--- src/rtl/slt_pkg.sv ---
`default_nettype none
// ============================================================================
//  Module      : slt_pkg
//  Description : Shared constants for the signed less-than comparator slice.
//                Holds the default operand width used by the slt top level.
//  Ports       : none (package)
//  Revision    : 1.0 - initial release
// ============================================================================
package slt_pkg;

  // Default operand width for the comparator; any width >= 2 is legal.
  localparam int unsigned SLT_DEFAULT_N = 32;

endpackage : slt_pkg
`default_nettype wire

--- src/rtl/full_adder.sv ---
`default_nettype none
// ============================================================================
//  Module      : full_adder
//  Description : Single-bit full-adder cell; one link of the ripple chain
//                that forms a - b inside slt.
//  Ports       : a, b   - addend bits
//                c_in   - carry from the less significant cell
//                sum    - sum bit
//                c_out  - carry to the more significant cell
//  Revision    : 1.0 - initial release
// ============================================================================
module full_adder (
  input  logic a,
  input  logic b,
  input  logic c_in,
  output logic sum,
  output logic c_out
);

  logic w_half;

  assign w_half = a ^ b;
  assign sum    = w_half ^ c_in;
  // Carry is generated by a&b, or propagated from c_in when exactly one input is set.
  assign c_out  = (a & b) | (c_in & w_half);

endmodule : full_adder
`default_nettype wire

--- src/rtl/slt.sv ---
`default_nettype none
// ============================================================================
//  Module      : slt
//  Description : Signed less-than comparator. a - b is formed as a + ~b + 1
//                through a ripple of full_adder cells; the sign of the
//                difference, corrected by the overflow flag, gives a < b.
//                A registered copy of the result is kept in out_q.
//  Ports       : clk      - sole clock, rising edge
//                rst_n    - asynchronous active-low reset (clears out_q only)
//                a, b     - N-bit two's-complement operands
//                out      - combinational 1 when a < b (signed)
//                out_q    - out registered on every rising clk edge
//                overflow - combinational overflow of the subtraction a - b
//  Revision    : 1.0 - initial release
// ============================================================================
module slt
  import slt_pkg::*;
#(
  parameter int unsigned N = SLT_DEFAULT_N
) (
  input  logic         clk,
  input  logic         rst_n,
  input  logic [N-1:0] a,
  input  logic [N-1:0] b,
  output logic         out,
  output logic         out_q,
  output logic         overflow
);

  logic [N-1:0] w_b_inv;
  logic [N-1:0] w_diff;
  // w_carry[i] is the carry into bit i; w_carry[N] is the carry out of the MSB.
  logic [N:0]   w_carry;

  assign w_b_inv    = ~b;
  // Carry-in of 1 completes the two's-complement negation of b.
  assign w_carry[0] = 1'b1;

  for (genvar gi = 0; gi < N; gi++) begin : g_ripple
    full_adder u_fa (
      .a     (a[gi]),
      .b     (w_b_inv[gi]),
      .c_in  (w_carry[gi]),
      .sum   (w_diff[gi]),
      .c_out (w_carry[gi+1])
    );
  end

  // Signed overflow: carry into the MSB disagrees with carry out of it.
  assign overflow = w_carry[N-1] ^ w_carry[N];

  // When the subtraction wraps, the sign bit of the difference is inverted,
  // so flipping it by overflow recovers the true sign of a - b.
  assign out = w_diff[N-1] ^ overflow;

  always_ff @(posedge clk or negedge rst_n) begin
    if (!rst_n) begin
      out_q <= 1'b0;
    end else begin
      out_q <= out;
    end
  end

endmodule : slt
`default_nettype wire

--- config.mk ---
export PLATFORM = sky130hd
export DESIGN_NAME = slt
export DESIGN_NICKNAME = d
export VERILOG_FILES = /design/src/rtl/slt_pkg.sv /design/src/rtl/full_adder.sv /design/src/rtl/slt.sv
export SDC_FILE = /design/constraint.sdc
export NUM_CORES = 1
export LEC_CHECK = 0
export BUFFER_PORTS_ARGS = -buffer_cell sky130_fd_sc_hd__buf_2
export CAP_MARGIN = 20
export CORE_ASPECT_RATIO = 0.7
export CORE_UTILIZATION = 40
export CTS_BUF_LIST = sky130_fd_sc_hd__clkbuf_16
export CTS_CLUSTER_SIZE = 16
export DETAILED_ROUTE_END_ITERATION = 12
export HOLD_SLACK_MARGIN = 0.05
export PLACE_DENSITY = 0.81
export RECOVER_POWER = 25
export SLEW_MARGIN = 20
export SYNTH_ARGS = -nofsm -noshare
export SYNTH_HDL_FRONTEND = slang
export SYNTH_SLANG_ARGS = --single-unit
--- constraint.sdc ---
create_clock -name clk -period 5.35 [get_ports clk]
set_clock_uncertainty 0.1 [all_clocks]
set_input_delay 1.07 -clock clk [delete_from_list [all_inputs] [get_ports clk]]
set_output_delay 1.07 -clock clk [all_outputs]
set_load 0.05 [all_outputs]
==> results.tsv, run 1 <==
stage	metric	value	unit
routing	WL final	2180	um
run_status	status	completed	
routing	1st-iter DRT viols	9	
power	Gate power share	92.0	%
routing	Post-route DRC	0	
die	core area	1970	sq um
placed_design	GPL Wtd Cong	0.838	
layout	final core occ	64.9	%
layout	ratio of cells with drive above 1 in the final layout	40.4	%
yosys	#FFs+latches synth	1	
placed_design	pre-CTS WS	0.0659	ns
routing	wire per inst	10.2	um
die	FP Rows	13	
setup_path	CP required	4.18	ns
timing	Peak Freq	0.193	GHz
global_route	Overall Global Routing Usage	18.7	%
setup_path	Max stage delay on crit path	0.39	ns
layout	Largest Register	out_q	
layout	largest registers	out_q (1)	
power	Peak VDD IR	38.8	uV
power	internal power	57.0	uW
yosys	largest family of logic cells by synthesized area	adder cells	
setup_path	CP startpoint	a[5]	
timing	Final Critical Period	5.18	ns
yosys	share of synthesized registers carrying an async set or reset	100	%
layout	Final nets	283	
global_route	initial antenna violation count	0	
layout	max FFs per register	1	
placed_design	PortBufs	68	
yosys	Syn Inst Count	114	
yosys	Yosys warnings	0	
setup_path	Critical-path top delay cell	or3b_1	
global_route	number of global-route vias before repair	969	
power	sequential power share	8.0	%
setup_path	worst path bufs/invs	2	
power	clock share of power	0	%
yosys	Synth area leaders	ha_1, inv_1, fa_1, nor3_1, a2111oi_2	
die	Ports	69	
global_route	global-route wire length before repair	3680	um
min_path	HP Class	in -> async	
placed_design	post-detail-place hpwl	2110	um
layout	diode count	0	
setup_path	CP max FO	4	
die	chip height	41.5	um
timing	RSZ-0062 raised after global routing	false	
timing	post-route worst setup slack	0.167	ns
flow_run	maxcap violations	0	
timing	max_slew headroom	78.1	%
yosys	Yosys top cell by area	ha_1	
die	die area	2420	sq um
timing	Setup TNS	0	ns
yosys	most used flip-flop cell after synthesis	dfrtp_1	
timing	max-slew violations	0	
routing	via count	1016	
clock_tree	cts hold-fix bufs	0	
power	Switch Pwr	51.9	uW
setup_path	critical path endpoint category	output pin	
layout	Synth-to-Final Area Change	43.6	%
setup_path	Crit path max-delay family	compound AO/OA/AOI/OAI gates	
yosys	Synth Area in Simple Gates	9.28	%
global_route	gr ovfl total	0	
global_route	largest net degree at the start of global routing	5	
yosys	Mapped Area	890	sq um
setup_path	critical path, cell by cell	buf_2, ha_1, a21o_1, a2111oi_2, o21ai_1, a311oi_2, o21ai_1, a21o_1, fa_2, nand3b_1, o221ai_1, or3b_1, buf_2	
timing	endpoints failing setup	0	
yosys	Post-Synth Adder-Cell Area	46.7	%
yosys	multiplexer share of the synthesized area	0	%
yosys	number of synthesized flops with an enable pin	0	
power	PwrDens	85.3	nW/um^2
yosys	Synth Area in XOR/XNOR	0	%
setup_path	Critical Path Source Type	primary input	
timing	Tcrit/Tclk final	96.9	%
yosys	Synth Area in Compound Gates	25.2	%
routing	Detailed Routing Iterations Pass 1	2	
yosys	syn nets	212	
timing	Hold Fails Final Rpt	0	
setup_path	Critical Path AT	4.01	ns
timing	worst-margin pin slew	0.329	ns
power	switching share of power	47.7	%
routing	post-route ant nets	0	
die	starting density of the core	45.2	%
yosys	share of the synthesized area in the top cell type	42.2	%
clock_tree	Clock Pin Slew Worst Setup and Hold Paths	0	ns
routing	vias per cell	4.77	
power	leakage	0.824	nW
yosys	sequential area share after synthesis	2.81	%
setup_path	WS Path Type	in -> out	
timing	Hold Slack	0.744	ns
yosys	Distinct cells, synth	25	
die	chip width	58.4	um
yosys	Mapped Avg Cell Area	7.80	sq um
## power groups by stage
stage / Clock (mW) / Sequential (mW) / Combinational [mW]
after floorplan: 0 / 0.0117 / 0.0574
after global placement: 0 / 0.00870 / 0.0937
after detailed placement: 0 / 0.00870 / 0.0992
after CTS: 0 / 0.00870 / 0.100
after global routing: 0 / 0.00884 / 0.114
final: 0 / 0.00869 / 0.100
## Yosys cell counts, types with 2 or more instances
master and count:
inv_1 38, o21ai_1 2, a21o_1 3, o21a_1 2, o2111ai_1 3, nand2b_1 2
nand3_1 2, ha_1 30, nor3_1 6, o21ai_0 5, a2111oi_2 2, a21oi_1 5
fa_1 2
## path summary, 6_finish.rpt
kind	endpoint	slack [ns]	depth (start not counted)
max	overflow	0.17	13
min	out_q$_DFF_PN0_	0.74	1
max in group asynchronous	out_q$_DFF_PN0_	4.32	1
min in group clk	out_q$_DFF_PN0_	1.36	3
## final cells by class
cell class | count | area (sq um)
fillers | 181 | 691
inverters | 38 | 143
multi-input cells | 75 | 724
flip-flops and latches | 1 | 25.0
well taps | 30 | 37.5
repair buffers | 69 | 348
## layout by cell type, fill, tap and decap left out, types with 3 or more instances in the layout
cell type and count:
buf_2 68, inv_1 38, ha_1 30, nor3_1 6, o21ai_0 5, a21oi_1 5, o2111ai_1 3, a21o_1 3
## layer usage
layer	up-vias	track usage, %	wire length [um]
met5	-	0	0
met4	0	4.76	56
met3	6	1.25	97
met2	35	38.4	1170
met1	441	20.0	853
li1	534	-	-
## timing repair
| item | in CTS | in global routing |
|---|---|---|
| endpoints found under the hold margin | 0 | 0 |
| gates resized for setup | 0 | 1 |
| setup buffers | 0 | 1 |
| setup endpoints to repair | 0 | 1 |
## through the flow
| step | power [mW] | instance area (sq um) | cells |
|---|---|---|---|
| 2_1_floorplan | 0.0692 | 890 | 114 |
| 4_1_cts | 0.109 | 1270 | 212 |
| 6_report | 0.109 | 1280 | 213 |
| 3_3_place_gp | 0.102 | 1270 | 212 |
| 3_5_place_dp | 0.108 | 1270 | 212 |
| 5_1_grt | 0.123 | 1280 | 213 |
## kinds of logic (layout without fill, tap and decap cells)
family | count (synthesis) | in the layout
flip-flops | 1 | 1
AND/OR/NAND/NOR | 14 | 14
AO/OA/AOI/OAI | 29 | 29
buffers and inverters | 38 | 107
adder cells (fa/ha/maj) | 32 | 32
Note: power is estimated with default switching activity, not from simulation.
==> inputs of run 2 (changes only) <==
PLACE_DENSITY = 0.88   (was 0.81)
==> results.tsv, run 2 (synthesized netlist as in run 1, its figures left out) <==
stage	metric	value	unit	change
run_status	status	completed		unchanged
routing	WL final	2310	um	was 2180 um
routing	post-route ant nets	0		unchanged
power	leakage	0.820	nW	was 0.824 nW
layout	register area	25.0	sq um	unchanged
layout	Largest Register	out_q		unchanged
layout	Final nets	282		was 283
global_route	M2 GR Usage	40.2	%	was 38.4%
global_route	Overall Global Routing Usage	20.0	%	was 18.7%
timing	Peak Freq	0.191	GHz	was 0.193 GHz
die	FP Rows	13		unchanged
power	PwrDens	85.8	nW/um^2	was 85.3 nW/um^2
timing	Tcrit/Tclk final	97.8	%	was 96.9%
die	starting density of the core	45.2	%	unchanged
setup_path	CP required	4.18	ns	about the same
die	chip width	58.4	um	unchanged
global_route	global routing's busiest layer	met2		unchanged
layout	multi-input logic area	722	sq um	was 724 sq um
routing	via count	1034		was 1,016
clock_tree	post-CTS setup buffer count	0		unchanged
global_route	met1 Usage GRT	20.7	%	was 20.0%
placed_design	GPL Wtd Cong	0.685		was 0.838
setup_path	critical path endpoint category	output pin		unchanged
setup_path	Critical Path AT	4.06	ns	was 4.01 ns
global_route	met3 GRT Util	0.935	%	was 1.25%
layout	max FFs per register	1		unchanged
layout	ratio of cells with drive above 1 in the final layout	39.6	%	was 40.4%
die	Ports	69		unchanged
global_route	number of global-route vias before repair	1010		was 969
layout	largest registers	out_q (1)		unchanged
layout	most common cell after layout, fill and taps aside	buf_2		unchanged
die	chip height	41.5	um	unchanged
timing	Setup TNS	0	ns	unchanged
setup_path	WS Path Type	in -> out		unchanged
global_route	largest net degree at the start of global routing	5		unchanged
timing	max-slew violations	0		unchanged
clock_tree	cts repair resizes	0		unchanged
timing	Final Critical Period	5.23	ns	was 5.18 ns
placed_design	pre-CTS WS	0.116	ns	was 0.0659 ns
die	die area	2420	sq um	unchanged
layout	fill count	174		was 181
layout	most frequent cells in the layout	buf_2, inv_1, ha_1, nor3_1		unchanged
flow_run	maxcap violations	0		unchanged
setup_path	Critical Path Source Type	primary input		unchanged
routing	Post-route DRC	0		unchanged
routing	wire per inst	10.9	um	was 10.2 um
setup_path	Critical-path top delay cell	fa_1		was or3b_1
global_route	gr ovfl total	0		unchanged
power	Total Power	109	uW	about the same
clock_tree	cts hold-fix bufs	0		unchanged
setup_path	Max stage delay on crit path	0.43	ns	was 0.39 ns
global_route	initial antenna violation count	0		unchanged
die	core area	1970	sq um	unchanged
routing	Detailed Routing Iterations Pass 1	4		was 2
min_path	HP Class	in -> async		unchanged
timing	RSZ-0062 raised after global routing	false		unchanged
power	Peak VDD IR	40.7	uV	was 38.8 uV
placed_design	PortBufs	68		unchanged
timing	worst-margin pin slew	0.287	ns	was 0.329 ns
clock_tree	Clock Pin Slew Worst Setup and Hold Paths	0	ns	about the same
timing	Hold Slack	0.745	ns	was 0.744 ns
timing	endpoints failing setup	0		unchanged
placed_design	post-detail-place hpwl	2220	um	was 2110 um
timing	max_slew headroom	80.7	%	was 78.1%
routing	1st-iter DRT viols	26		was 9
timing	Hold Fails Final Rpt	0		unchanged
layout	Synth-to-Final Area Change	42.5	%	was 43.6%
layout	Layout Cells excl Fill	212		was 213
timing	post-route worst setup slack	0.118	ns	was 0.167 ns
routing	vias per cell	4.88		was 4.77
setup_path	CP max FO	4		unchanged
placed_design	placed insts	212		unchanged
layout	diode count	0		unchanged
global_route	global-route wire length before repair	3910	um	was 3680 um
setup_path	critical path, cell by cell	buf_2, ha_1, a21o_1, a2111oi_2, o21ai_1, a311oi_2, o21ai_1, a21o_1, fa_1, nand3b_1, o221ai_1, or3b_1, buf_2		was buf_2, ha_1, a21o_1, a2111oi_2, o21ai_1, a311oi_2, o21ai_1, a21o_1, fa_2, nand3b_1, o221ai_1, or3b_1, buf_2
[run 2: changes by cell type in the layout (fill, tap and decap cells not counted)]
cell	change
buf_4	-1
fa_1	+1
fa_2	-1
[run 2: metrics by stage]
stage | instance area (sq um) | util, %
5_1_grt | 1270 | 64.4
4_1_cts | 1270 | 64.4
3_3_place_gp | 1270 | 64.4
2_1_floorplan | 890 | -
6_report | 1270 | 64.4
3_5_place_dp | 1270 | 64.4
[run 2: worst max-delay path, delay by kind of cell]
| kind | cells | cell delay [ns] |
|---|---|---|
| compound gates | 7 | 1.47 |
| fa+ha+maj | 2 | 0.72 |
| buf+inv | 2 | 0.32 |
| simple gates | 2 | 0.49 |
[run 2: per-layer routing]
metal / part of all wire [%] / wire length [um] / vias to the layer above
met5: 0 / 0 / -
met1: 38 / 886 / 453
li1: - / - / 529
met4: 4.6 / 106 / 0
met3: 4.3 / 100 / 12
met2: 53 / 1220 / 40
[run 2: area by class of cell]
cell class	count	area share (%)
well taps	30	2.96
multi-input cells	75	57.0
inverters	38	11.3
flip-flops and latches	1	1.97
repair buffers	68	26.9
[run 2: where the power goes]
part           internal [mW]  leakage (nW)  switching (mW)
logic                 0.0475         0.809          0.0525
clock network              0             0               0
registers            0.00851        0.0114        0.000150
total                 0.0560         0.820          0.0527
[run 2: how the worst max path moves through the flow]
| stage | startpoint | end | slack, ns |
|---|---|---|---|
| final | a[5] | overflow | 0.12 |
| after floorplan | b[5] | overflow | 0.39 |
| after CTS | a[5] | overflow | 0.11 |
| after global placement | a[5] | overflow | 0.24 |
| after detailed placement | a[5] | overflow | 0.12 |
| after global routing | a[5] | overflow | 0.003 |
